**config.mk**
```make
export PLATFORM = sky130hd
export DESIGN_NAME = ahb_arbiter_param
export DESIGN_NICKNAME = d
export VERILOG_FILES = /design/src/rtl/ahb_arbiter_param.sv
export SDC_FILE = /design/constraint.sdc
export NUM_CORES = 1
export LEC_CHECK = 0
export BUFFER_PORTS_ARGS = -buffer_cell sky130_fd_sc_hd__buf_2
export CAP_MARGIN = 10
export CORE_ASPECT_RATIO = 0.9
export CORE_MARGIN = 2
export CORE_UTILIZATION = 49
export CTS_CLUSTER_SIZE = 24
export DETAILED_ROUTE_END_ITERATION = 12
export HOLD_SLACK_MARGIN = 0.03
export PLACE_DENSITY = 0.85
export SLEW_MARGIN = 20
export SYNTH_ARGS = -nofsm -noshare
export SYNTH_HDL_FRONTEND = slang
export SYNTH_SLANG_ARGS = --single-unit
```
**constraint.sdc**
```tcl
create_clock -name HCLK -period 2.1 [get_ports HCLK]
set_input_delay 0.42 -clock HCLK [delete_from_list [all_inputs] [get_ports HCLK]]
set_output_delay 0.42 -clock HCLK [all_outputs]
set_load 0.02 [all_outputs]
```
**src/rtl/ahb_arbiter_param.sv**
```systemverilog
// Parametrised AHB bus arbiter: N masters, fixed-priority or round-robin selection,
// burst-aware grant hold, HLOCK retention and SPLIT masking of the data-phase owner.
module ahb_arbiter_param #(
    parameter int N_MASTER   = 3,
    parameter int W_MASTER   = 2,
    parameter int DEF_MASTER = 0,
    parameter int ARB_MODE   = 0
) (
    input  logic                HCLK,
    input  logic                HRESETn,
    input  logic [N_MASTER-1:0] HBUSREQ,
    input  logic [N_MASTER-1:0] HLOCK,
    input  logic [1:0]          HTRANS,
    input  logic [2:0]          HBURST,
    input  logic                HREADY,
    input  logic [1:0]          HRESP,
    input  logic [N_MASTER-1:0] HSPLIT,
    output logic [N_MASTER-1:0] HGRANT,
    output logic [W_MASTER-1:0] HMASTER,
    output logic [W_MASTER-1:0] HMASTER_del,
    output logic                HMASTLOCK
);

    localparam logic [1:0] TR_IDLE    = 2'b00;
    localparam logic [1:0] TR_NONSEQ  = 2'b10;
    localparam logic [1:0] TR_SEQ     = 2'b11;
    localparam logic [1:0] RSP_RETRY  = 2'b10;
    localparam logic [1:0] RSP_SPLIT  = 2'b11;
    localparam logic [2:0] BU_SINGLE  = 3'd0;
    localparam logic [2:0] BU_INCR    = 3'd1;

    localparam logic [W_MASTER-1:0] DEF_IDX   = W_MASTER'(DEF_MASTER);
    localparam logic [N_MASTER-1:0] ONE_N     = {{(N_MASTER-1){1'b0}}, 1'b1};
    localparam logic [N_MASTER-1:0] DEF_GRANT = ONE_N << DEF_MASTER;

    // Remaining beats after the first one for a burst encoding; INCR counts as open-ended.
    function automatic logic [3:0] f_burst_last(input logic [2:0] burst);
        logic [3:0] v;
        case (burst)
            3'd2, 3'd3: v = 4'd3;
            3'd4, 3'd5: v = 4'd7;
            3'd6, 3'd7: v = 4'd15;
            default:    v = 4'd0;
        endcase
        return v;
    endfunction

    function automatic logic [W_MASTER-1:0] f_oh_index(input logic [N_MASTER-1:0] oh);
        logic [W_MASTER-1:0] v;
        v = {W_MASTER{1'b0}};
        for (int i = 0; i < N_MASTER; i++) begin
            v = oh[i] ? (v | W_MASTER'(i)) : v;
        end
        return v;
    endfunction

    function automatic logic [W_MASTER-1:0] f_lowest(input logic [N_MASTER-1:0] vec);
        logic [W_MASTER-1:0] v;
        v = {W_MASTER{1'b0}};
        for (int i = N_MASTER - 1; i >= 0; i--) begin
            v = vec[i] ? W_MASTER'(i) : v;
        end
        return v;
    endfunction

    logic [N_MASTER-1:0] r_grant;
    logic [W_MASTER-1:0] r_hmaster;
    logic [W_MASTER-1:0] r_hmaster_del;
    logic                r_mastlock;
    logic [N_MASTER-1:0] r_mask;
    logic [3:0]          r_beat_cnt;
    logic [W_MASTER-1:0] r_rr_ptr;

    logic [W_MASTER-1:0] w_gnt_idx;
    logic [W_MASTER-1:0] w_sel;
    logic                w_lock_hold;
    logic                w_abort;
    logic                w_last_beat;
    logic                w_incr_release;
    logic                w_xfer_done;
    logic                w_arb_ok;
    logic [N_MASTER-1:0] w_mask_set;
    logic [N_MASTER-1:0] w_mask_nxt;
    logic [N_MASTER-1:0] w_cand;
    logic [N_MASTER-1:0] w_upper;
    logic [N_MASTER-1:0] w_hi_vec;
    logic [N_MASTER-1:0] w_lo_vec;
    logic [N_MASTER-1:0] w_grant_nxt;

    assign w_gnt_idx      = f_oh_index(r_grant);
    assign w_lock_hold    = r_mastlock & HLOCK[r_hmaster];
    assign w_abort        = ~HREADY & ((HRESP == RSP_SPLIT) | (HRESP == RSP_RETRY));
    assign w_last_beat    = (HTRANS == TR_SEQ) & (HBURST[2] | HBURST[1]) & (r_beat_cnt == 4'd1);
    assign w_incr_release = (HBURST == BU_INCR) & ~HBUSREQ[r_hmaster];
    assign w_xfer_done    = (HTRANS == TR_IDLE)
                          | ((HTRANS == TR_NONSEQ) & (HBURST == BU_SINGLE))
                          | w_last_beat
                          | w_incr_release;
    // A retry/split wait cycle must hand the bus over even under a lock.
    assign w_arb_ok       = w_abort | (HREADY & ~w_lock_hold & w_xfer_done);

    // First SPLIT cycle masks the data-phase owner; the park master is never masked.
    always_comb begin
        w_mask_set = {N_MASTER{1'b0}};
        if (!HREADY && (HRESP == RSP_SPLIT) && (r_hmaster_del != DEF_IDX)) begin
            w_mask_set = ONE_N << r_hmaster_del;
        end else begin
            w_mask_set = {N_MASTER{1'b0}};
        end
    end

    assign w_mask_nxt = (r_mask & ~HSPLIT) | w_mask_set;
    // The master being split right now is already excluded from this decision.
    assign w_cand     = HBUSREQ & ~(r_mask | w_mask_set);

    // Priority window: every index in fixed mode, indices above the last grant in RR mode.
    always_comb begin
        w_upper = {N_MASTER{1'b0}};
        for (int i = 0; i < N_MASTER; i++) begin
            w_upper[i] = (ARB_MODE == 0) || (W_MASTER'(i) > r_rr_ptr);
        end
    end

    assign w_hi_vec    = w_cand & w_upper;
    assign w_lo_vec    = w_cand & ~w_upper;
    assign w_sel       = (|w_hi_vec) ? f_lowest(w_hi_vec)
                       : (|w_lo_vec) ? f_lowest(w_lo_vec)
                       : DEF_IDX;
    assign w_grant_nxt = ONE_N << w_sel;

    // Grant and round-robin pointer move only at arbitration points.
    always_ff @(posedge HCLK or negedge HRESETn) begin
        if (!HRESETn) begin
            r_grant  <= DEF_GRANT;
            r_rr_ptr <= DEF_IDX;
        end else if (w_arb_ok) begin
            r_grant  <= w_grant_nxt;
            r_rr_ptr <= w_sel;
        end
    end

    // Address/data-phase ownership advances with each completed transfer.
    always_ff @(posedge HCLK or negedge HRESETn) begin
        if (!HRESETn) begin
            r_hmaster     <= DEF_IDX;
            r_hmaster_del <= DEF_IDX;
            r_mastlock    <= 1'b0;
        end else if (HREADY) begin
            r_hmaster     <= w_gnt_idx;
            r_mastlock    <= HLOCK[w_gnt_idx];
            r_hmaster_del <= r_hmaster;
        end
    end

    // Beat counter tracks how far into a fixed-length burst the owner is.
    always_ff @(posedge HCLK or negedge HRESETn) begin
        if (!HRESETn) begin
            r_beat_cnt <= 4'd0;
        end else if (HREADY && (HTRANS == TR_NONSEQ)) begin
            r_beat_cnt <= f_burst_last(HBURST);
        end else if (HREADY && (HTRANS == TR_SEQ) && (r_beat_cnt != 4'd0)) begin
            r_beat_cnt <= r_beat_cnt - 4'd1;
        end
    end

    // Split mask: set wins over a same-cycle unsplit pulse.
    always_ff @(posedge HCLK or negedge HRESETn) begin
        if (!HRESETn) begin
            r_mask <= {N_MASTER{1'b0}};
        end else begin
            r_mask <= w_mask_nxt;
        end
    end

    assign HGRANT      = r_grant;
    assign HMASTER     = r_hmaster;
    assign HMASTER_del = r_hmaster_del;
    assign HMASTLOCK   = r_mastlock;

endmodule

```
==> flow_metrics.env, run 1 <==
export IMPL_status="complete, no violations"
export IMPL_drt_total_wl_um=1830
export IMPL_final_setup_skew_ns=0.00848
export IMPL_finalSetupTns_ns=0
export IMPL_cts_root_buf="clkbuf_4"
export IMPL_path_class="register to register"
export IMPL_final_nets=138
export IMPL_max_cap_viol_count=0
export IMPL_ys_flop_type="dfrtp_1"
export IMPL_r2r_start="r_beat_cnt[1]$_DFFE_PN0P_"
export IMPL_path_max_fanout=3
export IMPL_die_y_um=43.8
export IMPL_worst_hold_path_type="input pin to async pin"
export IMPL_cp_arrival_ns=1.92
export IMPL_synth_edf_count=0
export IMPL_die_x_um=48.2
export IMPL_period_share=0.842
export IMPL_cts_setup_buffers=0
export IMPL_cp_start_kind="register"
export IMPL_async_flop_share=1.00
export IMPL_antenna_found_initial=0
export IMPL_drt_drc_violations_left=0
export IMPL_syn_area_um2=862
export IMPL_dieArea_um2=2110
export IMPL_yosysWarningCount=0
export IMPL_synthCells=88
export IMPL_power_leakage_nw=0.496
export IMPL_p_per_area_nw_per_um2=864
export IMPL_final_area_um2=1040
export IMPL_r2r_end="HGRANT[2]$_DFFE_PN0P_"
export IMPL_synth_most_common_cell="dfrtp_1"
export IMPL_post_route_util=0.625
export IMPL_whs_ns=0.0265
export IMPL_clock_sinks=15
export IMPL_ioPinCount=27
export IMPL_crit_path_top_delay_cell="dfrtp_1"
export IMPL_fin_cells=140
export IMPL_layout_drive_gt1_share=0.328
export IMPL_tightest_slew_ns=0.533
export IMPL_yosysUniqueCellTypes=32
export IMPL_firstDrtPassIters=4
export IMPL_grt_pass1_vias=714
export IMPL_worstPathCellList="inv_1 -> ha_1 -> nand2_1 -> o41a_1 -> a32oi_2 -> mux2_2"
export IMPL_hold_violations=0
export IMPL_grt_max_degree=16
export IMPL_seq_area_frac_synth=0.437
export IMPL_grtUsageTotal=0.203
export IMPL_fillers=153
export IMPL_dp_slack_ns=0.291
export IMPL_wl_per_cell_um=13.1
export IMPL_path_clk_slew_ns=0.09
export IMPL_cts_buffer_depth=2
export IMPL_vias=771
export IMPL_cts_tree="done"
export IMPL_num_rows=14
export IMPL_drt_initial_drc_count=17
export IMPL_hold_buffers=0
export IMPL_fmaxAchievable_ghz=0.566
export IMPL_grt_overflow_total=0
export IMPL_worst_slack_ns=0.333
export IMPL_rsz0062_at_grt="no"
export IMPL_finalSetupViolations=0
export IMPL_synth_area_leader_cell="dfrtp_1"
export IMPL_synth_commonest_cells="dfrtp_1 (14), nand2_1 (10), inv_1 (7), o21ai_0 (7)"
export IMPL_dpl_cell_area_um2=1010
export IMPL_period_minus_slack_ns=1.77
export IMPL_r2r_cells=6
export IMPL_syn_num_nets=109
export IMPL_initial_utilization=0.518
export IMPL_dp_cells=136
export IMPL_ir_drop_mv=0.445
export IMPL_fin_total_pwr_uw=898
export IMPL_cts_max_level=1
export IMPL_end_kind="register"
export IMPL_core_area_um2=1660
export IMPL_synth_top_cell_area_share=0.406
export IMPL_ys_top_cells_by_area="dfrtp_1 (41%), mux2_2 (6.5%), nand2_1 (4.4%)"
export IMPL_slew_headroom=0.643
export IMPL_syn_area_per_cell_um2=9.80
export IMPL_worstPathRequired_ns=2.26
export IMPL_port_buffers=26
export IMPL_clock_latency_ns=0.27
export IMPL_post_cts_resize_count=0
export IMPL_post_dp_hpwl_um=1490
export IMPL_reg2reg_slack_ns=0.33
export IMPL_grt_pass1_wl_um=3000
export IMPL_ant_nets=0
export IMPL_slowest_delay_ns=0.39
export IMPL_numCtsBuffers=3
export IMPL_gp_congestion=0.873
export IMPL_ys_ff_latch=15
export IMPL_antenna_cells_inserted=0
export IMPL_maxSlewViolCount=0
export IMPL_avgViaCountPerCell=5.51
export IMPL_syn2layout_area_growth_pct=20.6
[layout make-up]
type / count / area [µm²] / share of cell area
well taps: 24 / 30.0 / 0.0289
multi-input cells: 64 / 450 / 0.433
clock buffers: 4 / 26.3 / 0.0253
flip-flops and latches: 15 / 377 / 0.362
repair buffers: 26 / 130 / 0.125
inverters: 7 / 26.3 / 0.0253
[flip-flops by register name, summed over array words and instances (netlist names)]
signal / count
r_beat_cnt: 4
HGRANT: 3
r_mask: 3
HMASTER: 2
HMASTER_del: 2
HMASTLOCK: 1
[worst max-delay path: cells and delay by family, from the launching register on]
family	cells	cell delay (ns)
and+or+nand+nor	1	0.05
buffers and inverters	1	0.10
adders and majority gates	1	0.15
muxes	1	0.36
AOI/OAI and AO/OA	2	0.61
DFF	1	0.39
[power by group]
part           internal (mW)  leakage [nW]  total (mW)  switching (mW)
clock network         0.0734        0.0150       0.157          0.0835
registers              0.359         0.191       0.431          0.0717
logic                  0.140         0.290       0.311           0.171
[kinds of logic after synthesis]
group           after synthesis  synth area share
buf+inv                       9            0.0406
flops                        15             0.437
simple gates                 28             0.176
compound gates               25             0.205
mux                           9             0.113
fa+ha+maj                     2            0.0290
[how the worst max path moves through the flow]
stage	from	to	slack, ns	cells past startpoint
CTS	r_beat_cnt[1]$_DFFE_PN0P_	HGRANT[1]$_DFFE_PN0P_	0.33	6
global placement	HTRANS[0]	HGRANT[2]$_DFFE_PN0P_	0.34	5
floorplan	r_beat_cnt[1]$_DFFE_PN0P_	HGRANT[2]$_DFFE_PN0P_	0.45	6
global route	r_beat_cnt[1]$_DFFE_PN0P_	HGRANT[2]$_DFFE_PN0P_	0.25	6
finish	r_beat_cnt[1]$_DFFE_PN0P_	HGRANT[2]$_DFFE_PN0P_	0.33	6
detailed placement	HTRANS[0]	HGRANT[1]$_DFFE_PN0P_	0.29	5
[routing by layer]
| metal | up-vias | global-route usage | routed length, µm | part of all wire |
|---|---|---|---|---|
| met5 | - | 0 | 0 | 0 |
| met4 | 0 | 0.0649 | 10 | 0.0055 |
| met3 | 2 | 0.0250 | 71 | 0.039 |
| met2 | 21 | 0.324 | 869 | 0.47 |
| met1 | 371 | 0.284 | 879 | 0.48 |
| li1 | 377 | - | - | - |
[cell usage in the layout, fill, tap and decap left out, types with 2 or more instances in the layout]
cell type,instances
mux2_2,5
nand3b_1,2
nand2b_1,4
clkbuf_4,3
nor2b_1,5
nor2_1,2
o21ai_0,7
inv_1,7
buf_2,26
dfrtp_1,14
o22ai_1,2
a31oi_1,3
a311oi_1,2
a21oi_1,3
mux2i_1,3
ha_1,2
nand2_1,10
Note: power is estimated with default switching activity, not from simulation.
==> inputs of run 2 (changes only) <==
--- a/config.mk
+++ b/config.mk
@@ -9,11 +9,11 @@
 export CAP_MARGIN = 10
 export CORE_ASPECT_RATIO = 0.9
 export CORE_MARGIN = 2
-export CORE_UTILIZATION = 49
+export CORE_UTILIZATION = 44
 export CTS_CLUSTER_SIZE = 24
 export DETAILED_ROUTE_END_ITERATION = 12
 export HOLD_SLACK_MARGIN = 0.03
-export PLACE_DENSITY = 0.85
+export PLACE_DENSITY = 0.81
 export SLEW_MARGIN = 20
 export SYNTH_ARGS = -nofsm -noshare
 export SYNTH_HDL_FRONTEND = slang
==> constraint.sdc (replaced) <==
create_clock -name HCLK -period 1.55 [get_ports HCLK]
set_input_delay 0.31 -clock HCLK [delete_from_list [all_inputs] [get_ports HCLK]]
set_output_delay 0.31 -clock HCLK [all_outputs]
set_load 0.02 [all_outputs]
==> flow_metrics.env, run 2 (same netlist as run 1, synthesis figures left out) <==
export IMPL_status="complete, but fails checks"
export IMPL_violations="setup timing"
export IMPL_reg2reg_slack_ns=-0.19
export IMPL_r2r_start="r_beat_cnt[1]$_DFFE_PN0P_"
export IMPL_path_clk_slew_ns=0.10
export IMPL_cp_start_kind="register"
export IMPL_cp_top_family="compound AO/OA/AOI/OAI gates"
export IMPL_die_y_um=46.0
export IMPL_worst_path_buf_inv=1
export IMPL_slowest_delay_ns=0.41
export IMPL_fin_cells=152
export IMPL_drt_total_wl_um=2040
export IMPL_port_buffers=26
export IMPL_post_dp_hpwl_um=1450
export IMPL_drt_drc_violations_left=0
export IMPL_worstPathRequired_ns=1.73
export IMPL_clock_sinks=15
export IMPL_clock_latency_ns=0.30
export IMPL_grt_max_degree=16
export IMPL_finalSetupViolations=3
export IMPL_max_cap_viol_count=0
export IMPL_hold_end="r_mask[0]$_DFF_PN0_"
export IMPL_ioPinCount=27
export IMPL_p_per_area_nw_per_um2=1210
export IMPL_syn2layout_area_growth_pct=38.5
export IMPL_grt_pass1_vias=725
export IMPL_power_leakage_nw=0.557
export IMPL_drt_initial_drc_count=8
export IMPL_layout_drive_gt1_share=0.457
export IMPL_path_class="register to register"
export IMPL_path_max_fanout=3
export IMPL_cts_root_buf="clkbuf_4"
export IMPL_firstDrtPassIters=4
export IMPL_hp_start="HSPLIT[0]"
export IMPL_ir_drop_mv=0.758
export IMPL_gp_congestion=0.920
export IMPL_numCtsBuffers=3
export IMPL_finalSetupTns_ns=-0.555
export IMPL_die_x_um=50.7
export IMPL_r2r_end="HGRANT[2]$_DFFE_PN0P_"
export IMPL_tightest_slew_ns=0.341
export IMPL_vias=820
export IMPL_ant_nets=0
export IMPL_maxSlewViolCount=0
export IMPL_cts_max_level=1
export IMPL_dieArea_um2=2330
export IMPL_cts_buffer_depth=2
export IMPL_fmaxAchievable_ghz=0.576
export IMPL_cp_arrival_ns=1.92
export IMPL_hold_violations=0
export IMPL_num_rows=15
export IMPL_grt_overflow_total=0
export IMPL_crit_path_top_delay_cell="dfrtp_1"
export IMPL_slew_headroom=0.772
export IMPL_period_minus_slack_ns=1.74
export IMPL_regMostFlops="r_beat_cnt"
export IMPL_r2r_cells=6
export IMPL_largest_register_ffs=4
export IMPL_layout_cells_most_common="buf_2"
export IMPL_period_share=1.12
export IMPL_whs_path_depth=2
export IMPL_final_nets=149
export IMPL_antenna_cells_inserted=0
export IMPL_final_area_um2=1190
export IMPL_rsz0062_at_grt="yes"
export IMPL_final_cell_mix="buf_2 (26), dfrtp_1 (14), buf_4 (10)"
export IMPL_cts_tree="done"
export IMPL_end_kind="register"
export IMPL_dpl_cell_area_um2=1080
export IMPL_initial_utilization=0.459
export IMPL_grtUsageTotal=0.186
export IMPL_worstPathCellList="inv_2 -> ha_4 -> nand2_2 -> o41a_1 -> a32oi_2 -> mux2_4"
export IMPL_worst_slack_ns=-0.187
export IMPL_antenna_found_initial=0
export IMPL_avgViaCountPerCell=5.39
export IMPL_worst_hold_path_type="input pin to register"
export IMPL_final_setup_skew_ns=0.00834
export IMPL_grt_pass1_wl_um=3130
export IMPL_dp_cells=146
export IMPL_core_area_um2=1880
export IMPL_wl_per_cell_um=13.4
run 2: changes by cell type in the layout (fill, tap and decap cells not counted), sizes merged:
| cell | change |
|---|---|
| buf | +10 |
| clkbuf | -1 |
| clkinvlp | +1 |
| dlygate4sd3 | +1 |
run 2: worst max path at each step:
stage | slack, ns | startpoint | endpoint | cells after the start
finish | -0.19 | r_beat_cnt[1]$_DFFE_PN0P_ | HGRANT[2]$_DFFE_PN0P_ | 6
floorplan | -0.09 | r_beat_cnt[3]$_DFFE_PN0P_ | HGRANT[2]$_DFFE_PN0P_ | 4
CTS | -0.17 | r_beat_cnt[1]$_DFFE_PN0P_ | HGRANT[2]$_DFFE_PN0P_ | 6
global placement | -0.1 | r_beat_cnt[1]$_DFFE_PN0P_ | HGRANT[2]$_DFFE_PN0P_ | 6
detailed placement | -0.14 | r_beat_cnt[1]$_DFFE_PN0P_ | HGRANT[2]$_DFFE_PN0P_ | 6
global route | -0.28 | r_beat_cnt[1]$_DFFE_PN0P_ | HGRANT[2]$_DFFE_PN0P_ | 6
run 2: per-layer routing:
layer	GRT usage	wire [µm]
met1	0.244	946
met3	0.0625	98
met2	0.292	973
met4	0.0649	22
met5	0	0
run 2: power by group:
group          leakage, nW  internal [mW]  switching, mW
Clock               0.0139         0.0983          0.145
Combinational        0.352          0.309          0.315
Sequential           0.191          0.486         0.0887
Total                0.557          0.894          0.549
run 2: area by class of cell:
cell class / count / area (µm²)
well taps: 25 / 31.3
fillers: 161 / 683
repair buffers: 37 / 215
inverters: 7 / 28.8
clock buffers: 3 / 22.5
multi-input cells: 64 / 512
flip-flops and latches: 15 / 377
clock inverters: 1 / 7.51
run 2: per-stage QoR:
stage,setup slack [ns],util,total power [mW],hold slack (ns)
final,-0.187,0.636,1.44,0.140
after global routing,-0.277,0.636,1.53,0.131
after CTS,-0.167,0.601,1.33,0.139
after detailed placement,-0.141,0.577,1.08,0.235
after global placement,-0.0999,0.577,1.07,0.230
after floorplan,-0.0879,-,0.862,0.0144
run 2: what timing repair did:
| action | 4_1_cts | 5_1_grt |
|---|---|---|
| buffers inserted | 0 | 2 |
| endpoints found under the hold margin | 14 | 0 |
| resized for setup | 1 | 13 |
| pin swaps | 0 | 4 |
| endpoints found under the setup margin | 7 | 7 |
| hold buffers | 1 | 0 |
